`config.mk`:
```
export PLATFORM = sky130hd
export DESIGN_NAME = flt_job_ctrl
export DESIGN_NICKNAME = d
export VERILOG_FILES = /design/src/rtl/flt_job_ctrl.sv
export SDC_FILE = /design/constraint.sdc
export NUM_CORES = 1
export LEC_CHECK = 0
export ABC_AREA = 1
export CAP_MARGIN = 40
export CORE_ASPECT_RATIO = 1.1
export CORE_UTILIZATION = 48
export CTS_BUF_LIST = sky130_fd_sc_hd__clkbuf_8
export CTS_CLUSTER_DIAMETER = 80
export DETAILED_ROUTE_END_ITERATION = 6
export PLACE_DENSITY_LB_ADDON = 0.15
export SETUP_SLACK_MARGIN = 0.02
export SLEW_MARGIN = 10
export SYNTH_ARGS = -nofsm -noshare
export SYNTH_HDL_FRONTEND = slang
export SYNTH_SLANG_ARGS = --single-unit
```
`constraint.sdc`:
```
create_clock -name clk -period 2.8 [get_ports clk]
set_clock_uncertainty 0.1 [all_clocks]
set_input_delay 0.28 -clock clk [delete_from_list [all_inputs] [get_ports clk]]
set_output_delay 0.28 -clock clk [all_outputs]
set_load 0.01 [all_outputs]
```
`src/rtl/flt_job_ctrl.sv`:
```
// rtl/flt_job_ctrl.sv - flt2int job sequencer: loads operands, starts the core, streams results back
// Optional watchdog on the core wait is enabled by defining FLT_JOB_WATCHDOG_EN.
module flt_job_ctrl #(
    parameter int IN_BASE     = 0,
    parameter int IN_LEN      = 2,
    parameter int OUT_BASE    = 5,
    parameter int OUT_LEN     = 2,
    parameter int TIMEOUT_CYC = 1023
) (
    input  logic       clk,
    input  logic       reset,
    input  logic       in_valid,
    output logic       in_ready,
    input  logic [7:0] in_data,
    output logic [7:0] dm_addr,
    output logic       dm_wr,
    output logic       dm_rd,
    output logic [7:0] dm_wdata,
    input  logic [7:0] dm_rdata,
    output logic       core_start,
    input  logic       core_done,
    output logic       out_valid,
    input  logic       out_ready,
    output logic [7:0] out_data,
    output logic       busy,
    output logic       err
);

    typedef enum logic [2:0] {IDLE, LOAD, START, WAIT, RDREQ, RDCAP, DRAIN} state_t;

    localparam logic [3:0] IN_LAST  = 4'(IN_LEN - 1);
    localparam logic [3:0] OUT_LAST = 4'(OUT_LEN - 1);

    state_t     state;
    logic [3:0] in_idx;
    logic [3:0] out_idx;
    logic       in_fire;
    logic [7:0] in_addr;
    logic [7:0] rd_addr;

    // Reset gating keeps the accept path quiet while reset is held.
    assign in_ready   = !reset && (state == IDLE || state == LOAD);
    assign in_fire    = in_valid && in_ready;
    assign in_addr    = 8'(IN_BASE) + {4'd0, in_idx};
    assign rd_addr    = 8'(OUT_BASE) + {4'd0, out_idx};
    assign dm_wr      = in_fire;
    assign dm_rd      = !reset && (state == RDREQ);
    assign dm_wdata   = in_fire ? in_data : 8'd0;
    assign dm_addr    = in_fire ? in_addr : (dm_rd ? rd_addr : 8'd0);
    assign core_start = (state == START);
    assign out_valid  = (state == DRAIN);
    assign busy       = (state != IDLE);

`ifdef FLT_JOB_WATCHDOG_EN
    localparam logic [15:0] WD_LAST = 16'(TIMEOUT_CYC - 1);
    logic [15:0] wd_cnt;
`else
    assign err = 1'b0;
`endif

    always_ff @(posedge clk or posedge reset) begin
        if (reset) begin
            state    <= IDLE;
            in_idx   <= 4'd0;
            out_idx  <= 4'd0;
            out_data <= 8'd0;
`ifdef FLT_JOB_WATCHDOG_EN
            err      <= 1'b0;
            wd_cnt   <= 16'd0;
`endif
        end else begin
            case (state)
                IDLE: begin
                    if (in_fire) begin
`ifdef FLT_JOB_WATCHDOG_EN
                        err <= 1'b0;
`endif
                        if (IN_LAST == 4'd0) begin
                            state <= START;
                        end else begin
                            in_idx <= 4'd1;
                            state  <= LOAD;
                        end
                    end
                end
                LOAD: begin
                    if (in_fire) begin
                        if (in_idx == IN_LAST) begin
                            in_idx <= 4'd0;
                            state  <= START;
                        end else begin
                            in_idx <= in_idx + 4'd1;
                        end
                    end
                end
                START: begin
                    state <= WAIT;
`ifdef FLT_JOB_WATCHDOG_EN
                    wd_cnt <= 16'd0;
`endif
                end
                WAIT: begin
                    // core_done wins over a timeout landing in the same cycle.
                    if (core_done) begin
                        out_idx <= 4'd0;
                        state   <= RDREQ;
`ifdef FLT_JOB_WATCHDOG_EN
                    end else if (wd_cnt == WD_LAST) begin
                        err   <= 1'b1;
                        state <= IDLE;
                    end else begin
                        wd_cnt <= wd_cnt + 16'd1;
`endif
                    end
                end
                RDREQ: state <= RDCAP;
                RDCAP: begin
                    out_data <= dm_rdata;
                    state    <= DRAIN;
                end
                DRAIN: begin
                    if (out_ready) begin
                        if (out_idx == OUT_LAST) begin
                            state <= IDLE;
                        end else begin
                            out_idx <= out_idx + 4'd1;
                            state   <= RDREQ;
                        end
                    end
                end
                default: state <= IDLE;
            endcase
        end
    end

endmodule

```
==> impl_results.html <==
<table>
<tr><th>Metric</th><th>Value</th></tr>
<tr><th colspan="2">Status</th></tr>
<tr><td>Run status</td><td>finished clean</td></tr>
<tr><th colspan="2">STA</th></tr>
<tr><td>Fmax</td><td>0.385 GHz</td></tr>
<tr><td>Post-Route Setup TNS</td><td>0 ps</td></tr>
<tr><td>Tmin final</td><td>2600 ps</td></tr>
<tr><td>Final slew viol count</td><td>0</td></tr>
<tr><td>RSZ-0062 raised after global routing</td><td>no</td></tr>
<tr><td>Final Hold Fails</td><td>0</td></tr>
<tr><td>Final Worst Setup Slack</td><td>around 200 ps</td></tr>
<tr><td>Crit share post-route</td><td>0.928</td></tr>
<tr><td>Final count of negative-setup-slack endpoints</td><td>0</td></tr>
<tr><td>Final-layout worst hold slack</td><td>361 ps</td></tr>
<tr><th colspan="2">Final layout</th></tr>
<tr><td>Fill cells</td><td>202</td></tr>
<tr><td>Post-layout instance area</td><td>1810 um2</td></tr>
<tr><td>Share of post-route cells with drive strength above 1</td><td>0.130</td></tr>
<tr><td>Final Instance Count excl. Fillers</td><td>246</td></tr>
<tr><td>Final net count</td><td>241</td></tr>
<tr><td>Multi-input gate area in the final layout</td><td>644 um2</td></tr>
<tr><td>Antenna fix cells</td><td>0</td></tr>
<tr><td>Final Util</td><td>0.710</td></tr>
<tr><td>Relative area change from synthesis to final layout</td><td>38.9%</td></tr>
<tr><td>Sequential cell area</td><td>475 um2</td></tr>
<tr><th colspan="2">Drt</th></tr>
<tr><td>Post-Route WL</td><td>2800 um</td></tr>
<tr><td>Remaining number of nets flagged by the antenna check after routing</td><td>0</td></tr>
<tr><td>Residual DRC count</td><td>0</td></tr>
<tr><td>Wire per inst</td><td>between 10 and 15 um</td></tr>
<tr><td>Number of design-rule violations left by the first detailed-router iteration</td><td>28</td></tr>
<tr><td>Via total after detailed routing</td><td>1189</td></tr>
<tr><td>Detailed-route vias per instance</td><td>approximately 4.8</td></tr>
<tr><td>First drt pass iteration count</td><td>4</td></tr>
<tr><th colspan="2">Yosys</th></tr>
<tr><td>Netlist cell types</td><td>23</td></tr>
<tr><td>Post-synth top area share</td><td>0.366</td></tr>
<tr><td>Mean post-synth cell area</td><td>7.78 um2</td></tr>
<tr><td>Post-synthesis instance area</td><td>1300 um2</td></tr>
<tr><td>Cell taking the most area after synthesis</td><td>sky130_fd_sc_hd__dfrtp_1</td></tr>
<tr><td>Sequential cell area fraction in the yosys report</td><td>0.366</td></tr>
<tr><td>Area contributors post-synth</td><td>sky130_fd_sc_hd__dfrtp_1 (37%), sky130_fd_sc_hd__nand2_1 (11%), sky130_fd_sc_hd__inv_1 (7.8%)</td></tr>
<tr><td>Compound-gate portion of the synthesized area</td><td>0.0654</td></tr>
<tr><td>Area share of xor/xnor cells in the synthesized design</td><td>0.0202</td></tr>
<tr><td>Proportion of synthesized area in mux cells</td><td>0.0693</td></tr>
<tr><td>Combinational family with the most area after synthesis</td><td>simple AND/OR/NAND/NOR gates</td></tr>
<tr><td>Synth Area in Adders</td><td>0.0385</td></tr>
<tr><td>Post-synthesis instance total</td><td>167</td></tr>
<tr><td>Synthesis warning total</td><td>0</td></tr>
<tr><td>Post-synthesis share of cell area spent on and, or, nand and nor gates</td><td>0.291</td></tr>
<tr><td>Register bit total from synthesis</td><td>19</td></tr>
<tr><th colspan="2">Worst setup path</th></tr>
<tr><td>Reg2Reg Launch Point</td><td>in_idx[1]</td></tr>
<tr><td>Maximum fanout count along the critical path</td><td>19</td></tr>
<tr><td>Reg2Reg Setup Slack</td><td>1260 ps</td></tr>
<tr><td>Kind of start point of the critical path</td><td>flip-flop</td></tr>
<tr><td>Type of the worst setup path</td><td>reg2out</td></tr>
<tr><td>Terminus of the critical flop-to-flop path</td><td>state[0]</td></tr>
<tr><td>Worst setup EP type</td><td>output port</td></tr>
<tr><td>Number of cells traversed by the worst register-to-register path</td><td>9</td></tr>
<tr><td>Required time worst endpoint</td><td>2420 ps</td></tr>
<tr><td>WP data arrival</td><td>2220 ps</td></tr>
<tr><th colspan="2">Power</th></tr>
<tr><td>Leakage</td><td>0.892 nW</td></tr>
<tr><td>Total power</td><td>about 1.5 mW</td></tr>
<tr><td>Worst vdd ir</td><td>0.693 mV</td></tr>
<tr><td>Power per standard cell area</td><td>slightly above 800 nW/um2</td></tr>
<tr><th colspan="2">CTS</th></tr>
<tr><td>Worst-case clock buffer depth</td><td>2</td></tr>
<tr><td>Clock insertion delay at the later pin of the skew report</td><td>260 ps</td></tr>
<tr><td>Clock sink count</td><td>19</td></tr>
<tr><td>Number of resized instances in the post-cts repair step</td><td>0</td></tr>
<tr><td>Number of buffers created by CTS</td><td>3</td></tr>
<tr><td>Number of buffers inserted to repair setup after CTS</td><td>0</td></tr>
<tr><td>TritonCTS clock tree</td><td>done</td></tr>
<tr><td>CTS H-tree depth</td><td>1</td></tr>
<tr><td>CTS root buffer</td><td>sky130_fd_sc_hd__clkbuf_8</td></tr>
<tr><td>Clock Pin Slew Worst Setup and Hold Paths</td><td>80 ps</td></tr>
<tr><td>CTS hold repair buffers</td><td>0</td></tr>
<tr><th colspan="2">Global routing</th></tr>
<tr><td>Wire length of the first global-routing pass</td><td>4830 um</td></tr>
<tr><td>Overflow left after global routing</td><td>0</td></tr>
<tr><td>Total GRT Usage</td><td>0.220</td></tr>
<tr><td>Initial antenna violation count</td><td>0</td></tr>
<tr><td>Number of global-route vias before repair</td><td>1130</td></tr>
<tr><td>Pin count of the biggest net entering global routing</td><td>20</td></tr>
<tr><th colspan="2">Placement</th></tr>
<tr><td>Instance area after placement</td><td>1760 um2</td></tr>
<tr><td>DPL Wire Length</td><td>about 2200 um</td></tr>
<tr><td>Number of instances in the placed design</td><td>242</td></tr>
<tr><td>Number of buffer cells added on primary ports</td><td>between 40 and 50</td></tr>
<tr><td>Post-Place Setup Slack</td><td>390 ps</td></tr>
<tr><td>Placer Congestion</td><td>0.755</td></tr>
<tr><th colspan="2">Floorplanning</th></tr>
<tr><td>Die Y</td><td>56.6 um</td></tr>
<tr><td>Boundary pin count</td><td>52</td></tr>
<tr><td>Die boundary width</td><td>51.6 um</td></tr>
<tr><td>Initial core utilization</td><td>0.511</td></tr>
<tr><td>Rows</td><td>19</td></tr>
<tr><td>Die Outline Area</td><td>2920 um2</td></tr>
<tr><td>Core region area</td><td>2540 um2</td></tr>
<tr><th colspan="2">Run</th></tr>
<tr><td>Number of maximum-capacitance violations</td><td>0</td></tr>
<tr><th colspan="2">Hold path</th></tr>
<tr><td>Tightest Hold Check Type</td><td>in2async</td></tr>
</table>
[report_power, final]
group	total, mW	switching (mW)	internal, mW
clock	0.194	0.0960	0.0977
sequential	0.490	0.118	0.372
combinational	0.782	0.382	0.400
[cells in the mapped netlist]
cell and count:
sky130_fd_sc_hd__o22ai_2 2, sky130_fd_sc_hd__nand2_1 39, sky130_fd_sc_hd__nand3_4 1, sky130_fd_sc_hd__xor2_1 2
sky130_fd_sc_hd__nor2_4 2, sky130_fd_sc_hd__a21oi_1 3, sky130_fd_sc_hd__inv_2 4, sky130_fd_sc_hd__o21ai_0 9
sky130_fd_sc_hd__nand3b_1 1, sky130_fd_sc_hd__mux2_2 8, sky130_fd_sc_hd__xnor2_1 1, sky130_fd_sc_hd__nand2_4 2
sky130_fd_sc_hd__nand3_2 2, sky130_fd_sc_hd__conb_1 1, sky130_fd_sc_hd__nor2_1 18, sky130_fd_sc_hd__buf_6 4
sky130_fd_sc_hd__nand3_1 11, sky130_fd_sc_hd__nand4_1 1, sky130_fd_sc_hd__dfrtp_1 19, sky130_fd_sc_hd__inv_1 27
sky130_fd_sc_hd__buf_4 4, sky130_fd_sc_hd__nand2_2 2, sky130_fd_sc_hd__ha_1 4
[worst max-delay path, stage by stage, from the launching register on]
cell                              delay [ps]
sky130_fd_sc_hd__dfrtp_1                 610
sky130_fd_sc_hd__nand3_2                 190
sky130_fd_sc_hd__nand2_4                 110
sky130_fd_sc_hd__nand3_4                 180
sky130_fd_sc_hd__inv_1                   150
sky130_fd_sc_hd__nand2_1                  50
sky130_fd_sc_hd__o21ai_0                  80
sky130_fd_sc_hd__clkdlybuf4s50_1         570
[registers in the layout, indices dropped and copies added, names as in the netlist]
signal	flops
out_idx	4
state	3
in_idx	4
out_data	8
[metal layers]
metal / GRT usage / vias to the layer above / wire length, um
met5: 0 / - / 0
met4: 0.0618 / 0 / 34
met3: 0.0596 / 5 / 142
met2: 0.375 / 33 / 1400
met1: 0.267 / 553 / 1220
li1: - / 598 / -
[worst max-delay path by stage]
stage | from | end | slack [ps] | cells past startpoint
finish | state[0] | dm_addr[3] | 200 | 7
global placement | reset | dm_addr[3] | 500 | 7
detailed placement | reset | dm_addr[3] | 390 | 7
CTS | state[0] | dm_addr[3] | 200 | 7
floorplan | reset | dm_addr[3] | 890 | 5
global route | state[0] | dm_addr[3] | 50 | 7
[kinds of logic after synthesis]
kind of cell,after synthesis
AOI/OAI and AO/OA,14
xor gates and xnor gates,3
adders and majority gates,4
buffers and inverters,39
DFF,19
muxes,8
other,1
and+or+nand+nor,79
[layout make-up]
type | instances | area share
tap | 31 | 0.0215
sequential | 19 | 0.263
clock inverter | 1 | 0.00208
inverter | 31 | 0.0644
clock buffer | 3 | 0.0229
multi-input combinational | 112 | 0.357
timing repair buffer | 49 | 0.269
[layout by cell type, fill, tap and decap left out]
cell type and n:
sky130_fd_sc_hd__nand4_1 1, sky130_fd_sc_hd__clkbuf_8 3, sky130_fd_sc_hd__inv_2 4, sky130_fd_sc_hd__nand3_2 2
sky130_fd_sc_hd__nand3b_1 1, sky130_fd_sc_hd__xnor2_1 1, sky130_fd_sc_hd__nand2_4 2, sky130_fd_sc_hd__buf_4 2
sky130_fd_sc_hd__a21oi_1 3, sky130_fd_sc_hd__inv_1 28, sky130_fd_sc_hd__o21ai_0 9, sky130_fd_sc_hd__mux2_2 8
sky130_fd_sc_hd__nand2_1 39, sky130_fd_sc_hd__nand3_1 11, sky130_fd_sc_hd__xor2_1 2, sky130_fd_sc_hd__dfrtp_1 19
sky130_fd_sc_hd__o22ai_2 2, sky130_fd_sc_hd__ha_1 4, sky130_fd_sc_hd__nor2_4 2, sky130_fd_sc_hd__nand3_4 1
sky130_fd_sc_hd__conb_1 4, sky130_fd_sc_hd__nor2_1 18, sky130_fd_sc_hd__nand2_2 2, sky130_fd_sc_hd__clkdlybuf4s50_1 47
Power figures use the tool's default switching activity.
